<file path="config.mk">
export PLATFORM = sky130hd
export DESIGN_NAME = inst_fetch_buf
export DESIGN_NICKNAME = d
export VERILOG_FILES = /design/src/rtl/inst_fetch_buf.sv
export SDC_FILE = /design/constraint.sdc
export NUM_CORES = 1
export LEC_CHECK = 0
export BUFFER_PORTS_ARGS = -buffer_cell sky130_fd_sc_hd__buf_2
export CORE_UTILIZATION = 56
export DETAILED_ROUTE_END_ITERATION = 8
export GPL_ROUTABILITY_DRIVEN = 0
export PLACE_DENSITY = 0.81
export SLEW_MARGIN = 20
export SYNTH_ARGS = -nofsm -noshare
export SYNTH_HDL_FRONTEND = slang
export SYNTH_SLANG_ARGS = --single-unit
</file>
<file path="constraint.sdc">
create_clock -name clk -period 3.2 [get_ports clk]
set_input_delay 0.16 -clock clk [delete_from_list [all_inputs] [get_ports clk]]
set_output_delay 0.16 -clock clk [all_outputs]
set_load 0.05 [all_outputs]
</file>
<file path="src/rtl/inst_fetch_buf.sv">
// Purpose: fetch stage; issues ROM word reads for each PC and buffers {pc, inst} pairs in a show-ahead FIFO.
// Latency: an accepted request reaches out_valid ROM_LAT+1 cycles later when the FIFO is empty.
// Backpressure: out_ready stalls the FIFO; requests without credit (count + inflight) are dropped and flagged.
module inst_fetch_buf #(
    parameter int ADDR_W  = 32,
    parameter int DATA_W  = 32,
    parameter int DEPTH   = 4,
    parameter int ROM_LAT = 1
) (
    input  logic                      clk,
    input  logic                      reset,
    input  logic                      inst_ce,
    input  logic [ADDR_W-1:0]         pc,
    output logic                      rom_en,
    output logic [ADDR_W-3:0]         rom_addr,
    input  logic [DATA_W-1:0]         rom_rdata,
    output logic                      out_valid,
    input  logic                      out_ready,
    output logic [ADDR_W-1:0]         out_pc,
    output logic [DATA_W-1:0]         out_inst,
    output logic [$clog2(DEPTH):0]    count,
    output logic                      overflow,
    output logic                      misalign
);

    localparam int PTR_W = $clog2(DEPTH);
    localparam int CNT_W = PTR_W + 1;
    localparam logic [CNT_W:0] DEPTH_C = (CNT_W + 1)'(DEPTH);

    // Tag pipeline mirrors the ROM read latency so the returning word meets its PC.
    logic [ROM_LAT-1:0]  tag_vld;
    logic [ADDR_W-1:0]   tag_pc [ROM_LAT];
    logic [CNT_W:0]      inflight;

    logic                aligned;
    logic                accept;
    logic                push;
    logic                pop;

    logic [ADDR_W-1:0]   mem_pc   [DEPTH];
    logic [DATA_W-1:0]   mem_inst [DEPTH];
    logic [PTR_W-1:0]    wr_ptr;
    logic [PTR_W-1:0]    rd_ptr;
    logic [CNT_W-1:0]    count_q;

    assign aligned = (pc[1:0] == 2'b00);

    // Reads still travelling through the ROM hold a reserved FIFO slot.
    always_comb begin
        inflight = '0;
        for (int i = 0; i < ROM_LAT; i++) begin
            inflight = inflight + {{CNT_W{1'b0}}, tag_vld[i]};
        end
    end

    // Credit uses the registered count only, so a same-cycle pop never frees a slot early.
    assign accept = inst_ce && !reset && aligned && (({1'b0, count_q} + inflight) < DEPTH_C);

    assign rom_en    = accept;
    assign rom_addr  = pc[ADDR_W-1:2];
    assign push      = tag_vld[ROM_LAT-1] && !reset;
    assign out_valid = (count_q != '0);
    assign pop       = out_valid && out_ready;
    assign count     = count_q;
    assign out_pc    = out_valid ? mem_pc[rd_ptr]   : '0;
    assign out_inst  = out_valid ? mem_inst[rd_ptr] : '0;

    // Tag valid bits advance every cycle; reset discards reads already in flight.
    always_ff @(posedge clk) begin
        if (reset) begin
            tag_vld <= '0;
        end else begin
            tag_vld[0] <= accept;
            for (int i = 1; i < ROM_LAT; i++) begin
                tag_vld[i] <= tag_vld[i-1];
            end
        end
    end

    // Tag PCs travel alongside the valid bits; only meaningful where the valid bit is set.
    always_ff @(posedge clk) begin
        tag_pc[0] <= pc;
        for (int i = 1; i < ROM_LAT; i++) begin
            tag_pc[i] <= tag_pc[i-1];
        end
    end

    // Storage write: pair the returning ROM word with the PC that requested it.
    always_ff @(posedge clk) begin
        if (push) begin
            mem_pc[wr_ptr]   <= tag_pc[ROM_LAT-1];
            mem_inst[wr_ptr] <= rom_rdata;
        end
    end

    // FIFO pointers and occupancy; pointers wrap naturally at DEPTH (power of two).
    always_ff @(posedge clk) begin
        if (reset) begin
            wr_ptr  <= '0;
            rd_ptr  <= '0;
            count_q <= '0;
        end else begin
            if (push) begin
                wr_ptr <= wr_ptr + PTR_W'(1);
            end
            if (pop) begin
                rd_ptr <= rd_ptr + PTR_W'(1);
            end
            case ({push, pop})
                2'b10:   count_q <= count_q + CNT_W'(1);
                2'b01:   count_q <= count_q - CNT_W'(1);
                default: count_q <= count_q;
            endcase
        end
    end

    // Sticky error flags, cleared only by reset.
    always_ff @(posedge clk) begin
        if (reset) begin
            overflow <= 1'b0;
            misalign <= 1'b0;
        end else begin
            if (inst_ce && aligned && !accept) begin
                overflow <= 1'b1;
            end
            if (inst_ce && !aligned) begin
                misalign <= 1'b1;
            end
        end
    end

endmodule

</file>
==> out/results.ini <==
[floorplan]
start_util = 0.572
dieHeight_um = 143
dieWidth_um = 143
die_area_sq_um = 20500
io_pins = 169
core_area_sq_um = 19500
rows = 51

[clocking]
cts_sinks = 300
cts_buffer_depth = 3
cts_buffers = 29
post_cts_resized = 0
root_buffer = clkbuf_16
htreeDepth = 1
worstSkewPairLatency_ns = 0.53
clk_pin_slew_worst_paths_ns = 0.06
cts_tree = yes

[drt]
wl_mm = 20.1
drtPass1Iterations = 4
drt_iter0_drc = 315
top_layer = met4
routedWlPerCell_um = 19.5
vias = 5527
dr_wl_met2_mm = 10.5
drc = 0
postRouteAntennaNets = 0
m1WireLength_mm = 8.19
viasPerCell = 5.36
dr_wl_met3_mm = 1.01

[timing]
setup_viol = 0
tightest_slew_ns = 1.02
period_share = 0.849
fin_crit_ns = 2.72
drv_slew = 0
whs_ns = 0.0822
hold_viol = 0
fmax_mhz = 368
relSlewSlack = 0.322
clock_skew_ns = 0.00862
rsz0062_at_grt = false
fin_tns_setup_ns = 0

[power_and_ir_drop]
powerDensity_nw_per_um2 = 611
irDropWorstVdd_mv = 0.499
intPower_uw = 6540
power.switching_uw = 1790
comb_power_share = 0.070
seq_power_share = 0.518
leakage_uw = 0.00487
p_sw_frac = 0.215
p_clk_frac = 0.412

[logic_synthesis]
netlist_instances = 529
synth_top_area_frac = 0.689
yosys-top-cells-area = edfxtp_1, mux4_2, dfxtp_1
syn_nets = 603
syn_area_per_cell_sq_um = 21.1
synth-seq-cells = 300
synth_top_area_cell = edfxtp_1
ys_warn_count = 0
synth_cell_type_count = 27
yosysSeqAreaShare = 0.768
synth_area_sq_um = 11200

[setup_path]
setup.worst_path.start_class = register
reg2reg_depth = 2
worstSetupEndpointType = output port
critPathKind = register to output port
cp.arrival_ns = 2.56
cp_max_fo = 27
critical_path_required_ns = 3.04

[run]
drv_cap = 0

[placed_design]
dp_hpwl_mm = 10.7
portBuffers = 168
placed_area_sq_um = 12000

[global_routing]
grt_overflow_total = 0
track_usage = 0.201
grt_pass1_wl_mm = 30.7
antenna_found_initial = 0
grt_pass1_vias = 5802
grt_max_degree = 66

[finish]
post-route-cell-area_sq_um = 13600
drive_gt1_frac = 0.368
antennaDiodeCount = 0
fin_nets = 819
area_delta_synth_final_pct = 22.0
layout_commonest_cell = edfxtp_1
mostFrequentLayoutCells = edfxtp_1, buf_2, dlygate4sd3_1
fillers = 1239

[outcome]
status = finished clean

[min_path]
hold_path_class = primary input to register
hold_depth = 4

-- cell usage after synthesis, drive strengths merged --
cell type,n
a21oi,3
a311o,1
a31oi,1
and2,68
buf,43
clkbuf,9
dfxtp,44
edfxtp,256
fa,1
ha,5
inv,8
mux2i,1
mux4,64
nand2,1
nor2,12
nor2b,1
o21ai,2
o311ai,1
o31ai,1
or3,2
xnor2,1
xor2,4
-- final cells by class --
cell class / instances / area, sq um / share of cell area
Inverter: 8 / 30.0 / 0.00221
Tap cell: 265 / 332 / 0.0244
Timing Repair Buffer: 237 / 1550 / 0.114
Clock buffer: 30 / 729 / 0.0536
Sequential cell: 300 / 8580 / 0.630
Clock inverter: 23 / 241 / 0.0177
Multi-Input combinational cell: 169 / 2160 / 0.159
-- registers in the layout, summed over array words and instances, names as in the netlist, named ones only --
name      cells
tag_vld       1
mem_pc      128
wr_ptr        2
overflow      1
tag_pc       32
count         3
mem_inst    128
rd_ptr        2
misalign      1
-- repair_timing --
item                       in CTS  in global routing
buffers inserted                0                  0
hold buffers                   66                  0
setup endpoints to repair       0                  0
hold endpoints to repair      172                  0
-- power by group through the flow --
| stage | registers, uW | logic, uW | clock network, uW |
|---|---|---|---|
| after floorplan | 4390 | 403 | 0 |
| after global placement | 4390 | 506 | 0 |
| after detailed placement | 4400 | 515 | 0 |
| after CTS | 4310 | 581 | 3480 |
| after global routing | 4320 | 613 | 3640 |
| final | 4310 | 580 | 3430 |
-- layer usage --
| layer | global-route usage | vias to the layer above |
|---|---|---|
| li1 | - | 2481 |
| met1 | 0.255 | 2831 |
| met2 | 0.355 | 183 |
| met3 | 0.0362 | 32 |
| met4 | 0.0594 | 0 |
| met5 | 0 | - |
-- worst max-delay path, stage by stage (launching register included) --
cell	delay, ns
dfxtp_4	0.75
buf_4	0.31
mux4_1	0.57
and2_1	0.17
buf_2	0.21
-- logic make-up (layout without fill, tap and decap cells) --
logic type      Yosys count  in the layout  synth area share
simple gates             84             84            0.0442
fa+ha+maj                 6              6           0.00740
flops                   300            300             0.768
xor+xnor                  5              5           0.00392
compound gates            9              9           0.00516
mux                      65             65             0.131
buf+inv                  60            298            0.0405
-- final timing paths --
check / startpoint / endpoint / slack [ns]
hold / removal: out_ready / rd_ptr[1] / 0.08
hold reg to reg: misalign / misalign / 0.47
setup reg to reg: tag_vld / mem_inst[3][22] / 1.15
setup / recovery: register / out_inst[31] / 0.48
-- stage by stage --
stage	power [uW]	util	worst slack, ns	std cells
4_1_cts	8380	0.697	0.437	1032
6_report	8330	0.697	0.482	1032
3_3_place_gp	4900	0.614	1.03	913
5_1_grt	8570	0.697	0.333	1032
3_5_place_dp	4910	0.614	1.01	913
2_1_floorplan	4790	-	0.625	529
Power figures use the tool's default switching activity.
